==> src/rtl/clock_div_ctrl.sv <==
// Rollover-driven clock divider with run/stop sequencing and a valid/ready
// divisor-update port; divisor changes only land on rollover boundaries.
module clock_div_ctrl #(
    parameter int unsigned DIV_W       = 8,
    parameter int unsigned DEFAULT_DIV = 3
) (
    input  logic             i_clk,
    input  logic             i_reset,
    input  logic             i_enable,
    input  logic             i_div_valid,
    input  logic [DIV_W-1:0] i_div,
    output logic             o_div_ready,
    output logic             o_div_err,
    output logic [DIV_W-1:0] o_count,
    output logic             o_roll_over,
    output logic             o_clk_div,
    output logic             o_running
);

    typedef enum logic [1:0] {
        ST_STOPPED = 2'd0,
        ST_RUNNING = 2'd1,
        ST_PENDING = 2'd2,
        ST_DRAIN   = 2'd3
    } state_t;

    state_t           state_q, state_d;
    logic [DIV_W-1:0] k_q, k_d;
    logic [DIV_W-1:0] pend_div_q, pend_div_d;
    logic             pend_q, pend_d;
    logic [DIV_W-1:0] count_d;
    logic             roll_d, clk_div_d, ready_d, err_d, running_d;
    logic             accept, div_zero, counting, at_top;

    assign accept   = i_div_valid & o_div_ready;
    assign div_zero = (i_div == '0);
    assign counting = (state_q != ST_STOPPED);
    assign at_top   = counting && (o_count == (k_q - DIV_W'(1)));

    // Next-state, counter and handshake logic
    always_comb begin
        state_d    = state_q;
        k_d        = k_q;
        pend_d     = pend_q;
        pend_div_d = pend_div_q;
        count_d    = o_count;
        roll_d     = 1'b0;
        clk_div_d  = o_clk_div;
        err_d      = accept & div_zero;

        if (counting) begin
            if (at_top) begin
                count_d   = '0;
                roll_d    = 1'b1;
                clk_div_d = ~o_clk_div;
            end else begin
                count_d = o_count + DIV_W'(1);
            end
        end

        // A queued divisor lands on the rollover edge, before any new accept
        if (at_top && pend_q) begin
            k_d    = pend_div_q;
            pend_d = 1'b0;
        end

        if (accept && !div_zero) begin
            if (state_q == ST_STOPPED) begin
                k_d = i_div;
            end else begin
                pend_d     = 1'b1;
                pend_div_d = i_div;
            end
        end

        case (state_q)
            ST_STOPPED: begin
                count_d   = '0;
                clk_div_d = 1'b0;
                if (i_enable) state_d = ST_RUNNING;
            end
            ST_RUNNING, ST_PENDING: begin
                if (!i_enable)   state_d = ST_DRAIN;
                else if (pend_d) state_d = ST_PENDING;
                else             state_d = ST_RUNNING;
            end
            ST_DRAIN: begin
                if (i_enable) begin
                    state_d = pend_d ? ST_PENDING : ST_RUNNING;
                end else if (at_top && o_clk_div) begin
                    // Falling rollover: park low and flush any queued divisor
                    state_d   = ST_STOPPED;
                    count_d   = '0;
                    clk_div_d = 1'b0;
                    if (pend_d) begin
                        k_d    = pend_div_d;
                        pend_d = 1'b0;
                    end
                end
            end
            default: state_d = ST_STOPPED;
        endcase

        ready_d   = (state_d == ST_STOPPED) || (state_d == ST_RUNNING) ||
                    ((state_d == ST_DRAIN) && !pend_d);
        running_d = (state_d != ST_STOPPED);
    end

    // State and output registers
    always_ff @(posedge i_clk or posedge i_reset) begin
        if (i_reset) begin
            state_q     <= ST_STOPPED;
            k_q         <= DIV_W'(DEFAULT_DIV);
            pend_q      <= 1'b0;
            pend_div_q  <= '0;
            o_count     <= '0;
            o_roll_over <= 1'b0;
            o_clk_div   <= 1'b0;
            o_div_err   <= 1'b0;
            o_running   <= 1'b0;
            o_div_ready <= 1'b1;
        end else begin
            state_q     <= state_d;
            k_q         <= k_d;
            pend_q      <= pend_d;
            pend_div_q  <= pend_div_d;
            o_count     <= count_d;
            o_roll_over <= roll_d;
            o_clk_div   <= clk_div_d;
            o_div_err   <= err_d;
            o_running   <= running_d;
            o_div_ready <= ready_d;
        end
    end

endmodule

==> config.mk <==
export PLATFORM = sky130hd
export DESIGN_NAME = clock_div_ctrl
export DESIGN_NICKNAME = d
export VERILOG_FILES = /design/src/rtl/clock_div_ctrl.sv
export SDC_FILE = /design/constraint.sdc
export NUM_CORES = 1
export LEC_CHECK = 0
export ABC_AREA = 1
export BUFFER_PORTS_ARGS = -buffer_cell sky130_fd_sc_hd__buf_2
export CAP_MARGIN = 15
export CORE_AREA = 3 3 85 87
export CTS_CLUSTER_SIZE = 14
export DETAILED_ROUTE_END_ITERATION = 8
export DIE_AREA = 0 0 88 90
export GPL_TIMING_DRIVEN = 0
export PLACE_DENSITY = 0.49
export SYNTH_ARGS = -nofsm -noshare
export SYNTH_HDL_FRONTEND = slang
export SYNTH_SLANG_ARGS = --single-unit
==> constraint.sdc <==
create_clock -name i_clk -period 2.4 [get_ports i_clk]
set_clock_uncertainty 0.05 [all_clocks]
set_input_delay 0.36 -clock i_clk [delete_from_list [all_inputs] [get_ports i_clk]]
set_output_delay 0.36 -clock i_clk [all_outputs]
set_load 0.005 [all_outputs]
==> results.yml <==
run_status:
  status: "completed"
global_route:
  grt_pass1_wl_mm: 8.51
  grt_max_degree: 19
  grt-ovfl-total: 0
  grt_antenna_before_repair: 0
  grt_pass1_vias: 1838
  grt_usage_pct: 13.6
sta:
  tns_ns: 0
  rsz0062_at_grt: "true"
  whs_ns: 0.104
  finalHoldViolations: 0
  period_needed_ns: 2.30
  relSlewSlack_pct: 56.1
  setup_viol_count_final: 0
  tightest_slew_ns: 0.658
  fmaxAchievable_mhz: 434
  final_max_slew_viol_count: 0
  finalCritPeriodShare_pct: 96.0
pwr:
  power.density_nw_per_um2: 1050
  vdd_ir_drop_max_mv: 0.363
  power_leakage_uw: 0.00127
  power_uw: 2570
floorplan:
  die_x_um: 88
  placementRows: 29
  ioPinCount: 25
  die_h_um: 90
  core_area_sq_um: 6420
  start_util_pct: 30.6
  die_area_sq_um: 7920
synthesis:
  seq_area_frac_synth_pct: 40.9
  synth_cell_type_count: 34
  synth_area_leaders: "dfrtp_1, nand2_1, nand3_1, inv_1, dfstp_2"
  syn_avg_cell_area_sq_um: 7.37
  syn_nets: 284
  syn_inst: 267
  synth_top_area_share_pct: 36.9
  synthesis.area_sq_um: 1970
  yosys_warnings: 0
  synth_seq_cells: 32
  synth_area_leader_cell: "dfrtp_1"
worst_setup_path:
  path_class: "reg -> reg"
  reg2reg_setup_slack_ns: 0.1
  r2r_start: "k_q[0]"
  path_cells: "inv_2, ha_4, nand2_4, buf_4, nand3b_1, nand2_1, nand3_1, nor2_2, nand2_4, inv_4, ha_4, nand2_4, a21oi_4, or2_1, buf_6, nor3b_2"
  reg2reg_to: "o_count[2]"
  cp.required_ns: 2.53
  cp-start-kind: "flop"
  arrival_ns: 2.43
  crit_top_cell: "nand2_4"
  slowest_stage: "dfstp_2"
  max_stage_delay_ns: 0.54
  cp_max_fo: 6
  rr_worst_depth: 16
  cp-end-kind: "flop"
detailed_routing:
  drt_wl_total_mm: 4.83
  drc: 0
  avgViaCountPerCell: 4.62
  vias: 1778
  ant_nets: 0
  avgRoutedWirePerCell_um: 12.5
  drt_iter0_markers: 68
  drt_pass1_iterations: 4
clock_network:
  cts_buffer_depth: 2
  htree_levels: 2
  cts_tree: "yes"
  clkTransAtPathRegs_ns: 0.07
  cts.sinks: 32
  insertion_delay_ns: 0.29
  clockRootBuffer: "clkbuf_8"
  numCtsBuffers: 5
finish:
  nets: 324
  final_cell_mix: "nand2_1, nand3_1, dfrtp_1"
  fillers: 681
  drive_gt1_share_pct: 27.3
  final_cell_count_no_fill: 385
  ff_latch_area_sq_um: 805
  n_antenna_cell: 0
  final_util_pct: 38.2
  final_common_cell: "nand2_1"
  multiInputGateArea_sq_um: 1070
  area_delta_synth_final_pct: 24.6
placed_design:
  dpl.hpwl_mm: 3.53
  gp_congestion: 0.789
  place_inst: 369
  numPortBuffers: 24
run:
  max-cap-violations: 0
min_path:
  hold_path.class: "in -> async"
[layer usage]
| layer | track usage, % | wire [um] | vias up |
|---|---|---|---|
| li1 | - | - | 930 |
| met1 | 18.1 | 2400 | 804 |
| met2 | 21.2 | 2160 | 42 |
| met3 | 4.02 | 226 | 2 |
| met4 | 3.45 | 39 | 0 |
| met5 | 0 | 0 | - |
[area by class of cell]
class / count / area share [%]
buffer: 5 / 1.73
clock buffer: 6 / 3.37
clock inverter: 2 / 0.408
inverter: 34 / 5.71
multi-input combinational: 196 / 43.6
sequential: 32 / 32.8
tap: 77 / 3.93
timing repair buffer: 33 / 8.47
[kinds of logic after synthesis]
| family | Yosys count | synth area share (%) |
|---|---|---|
| simple gates | 167 | 38.8 |
| xor+xnor | 5 | 2.22 |
| buf+inv | 39 | 8.33 |
| compound gates | 19 | 6.55 |
| flops | 32 | 40.9 |
| fa+ha+maj | 5 | 3.18 |
[timing repair]
| action | 4_1_cts | 5_1_grt |
|---|---|---|
| setup buffers | 6 | 2 |
| hold buffers | 0 | 0 |
| setup endpoints to repair | 19 | 18 |
| pin swaps | 3 | 11 |
| gates resized for setup | 8 | 16 |
[power breakdown]
group,internal (uW),total (uW),switching [uW]
sequential,749,912,163
clock,229,438,209
combinational,501,1220,718
total,1480,2570,1090
[cell usage after synthesis, drive strengths merged]
master  number
nor3b        1
a31oi        1
o21ai        4
or2          1
dfstp        3
buf          5
nor3         3
dfrtp       29
inv         33
a21oi        5
nand3       38
nor2        22
a211oi       1
nand2       98
nand4        1
xor2         4
nor4         2
nand3b       1
xnor2        1
clkinv       1
o211ai       8
ha           5
[how the worst max path moves through the flow]
stage                       from           to  slack, ns
after floorplan           k_q[0]   o_count[2]       0.02
after global placement    k_q[0]       k_q[6]      -0.32
after detailed placement  k_q[0]       k_q[6]      -0.30
after CTS                 k_q[0]  o_div_ready       0.03
after global routing      k_q[1]  o_div_ready      -0.04
final                     k_q[0]   o_count[2]        0.1
[flip-flops by register name (all words and copies together) (netlist names), 2 cells and up]
name,cells
k_q,8
state_q,2
pend_div_q,8
o_count,8
[critical path: cells and delay by family, from the launching register on]
kind / cells / cell delay (ns)
adders and majority gates: 2 / 0.33
AOI/OAI and AO/OA: 1 / 0.18
DFF: 1 / 0.54
and+or+nand+nor: 9 / 0.72
buffers and inverters: 4 / 0.38
[through the flow]
step	setup WS, ns	instance area (sq um)
3_5_place_dp	-0.300	2220
4_1_cts	0.0270	2390
3_3_place_gp	-0.322	2190
6_report	0.0960	2450
5_1_grt	-0.0406	2450
2_1_floorplan	0.0186	1970
(Power assumes the default switching activity.)
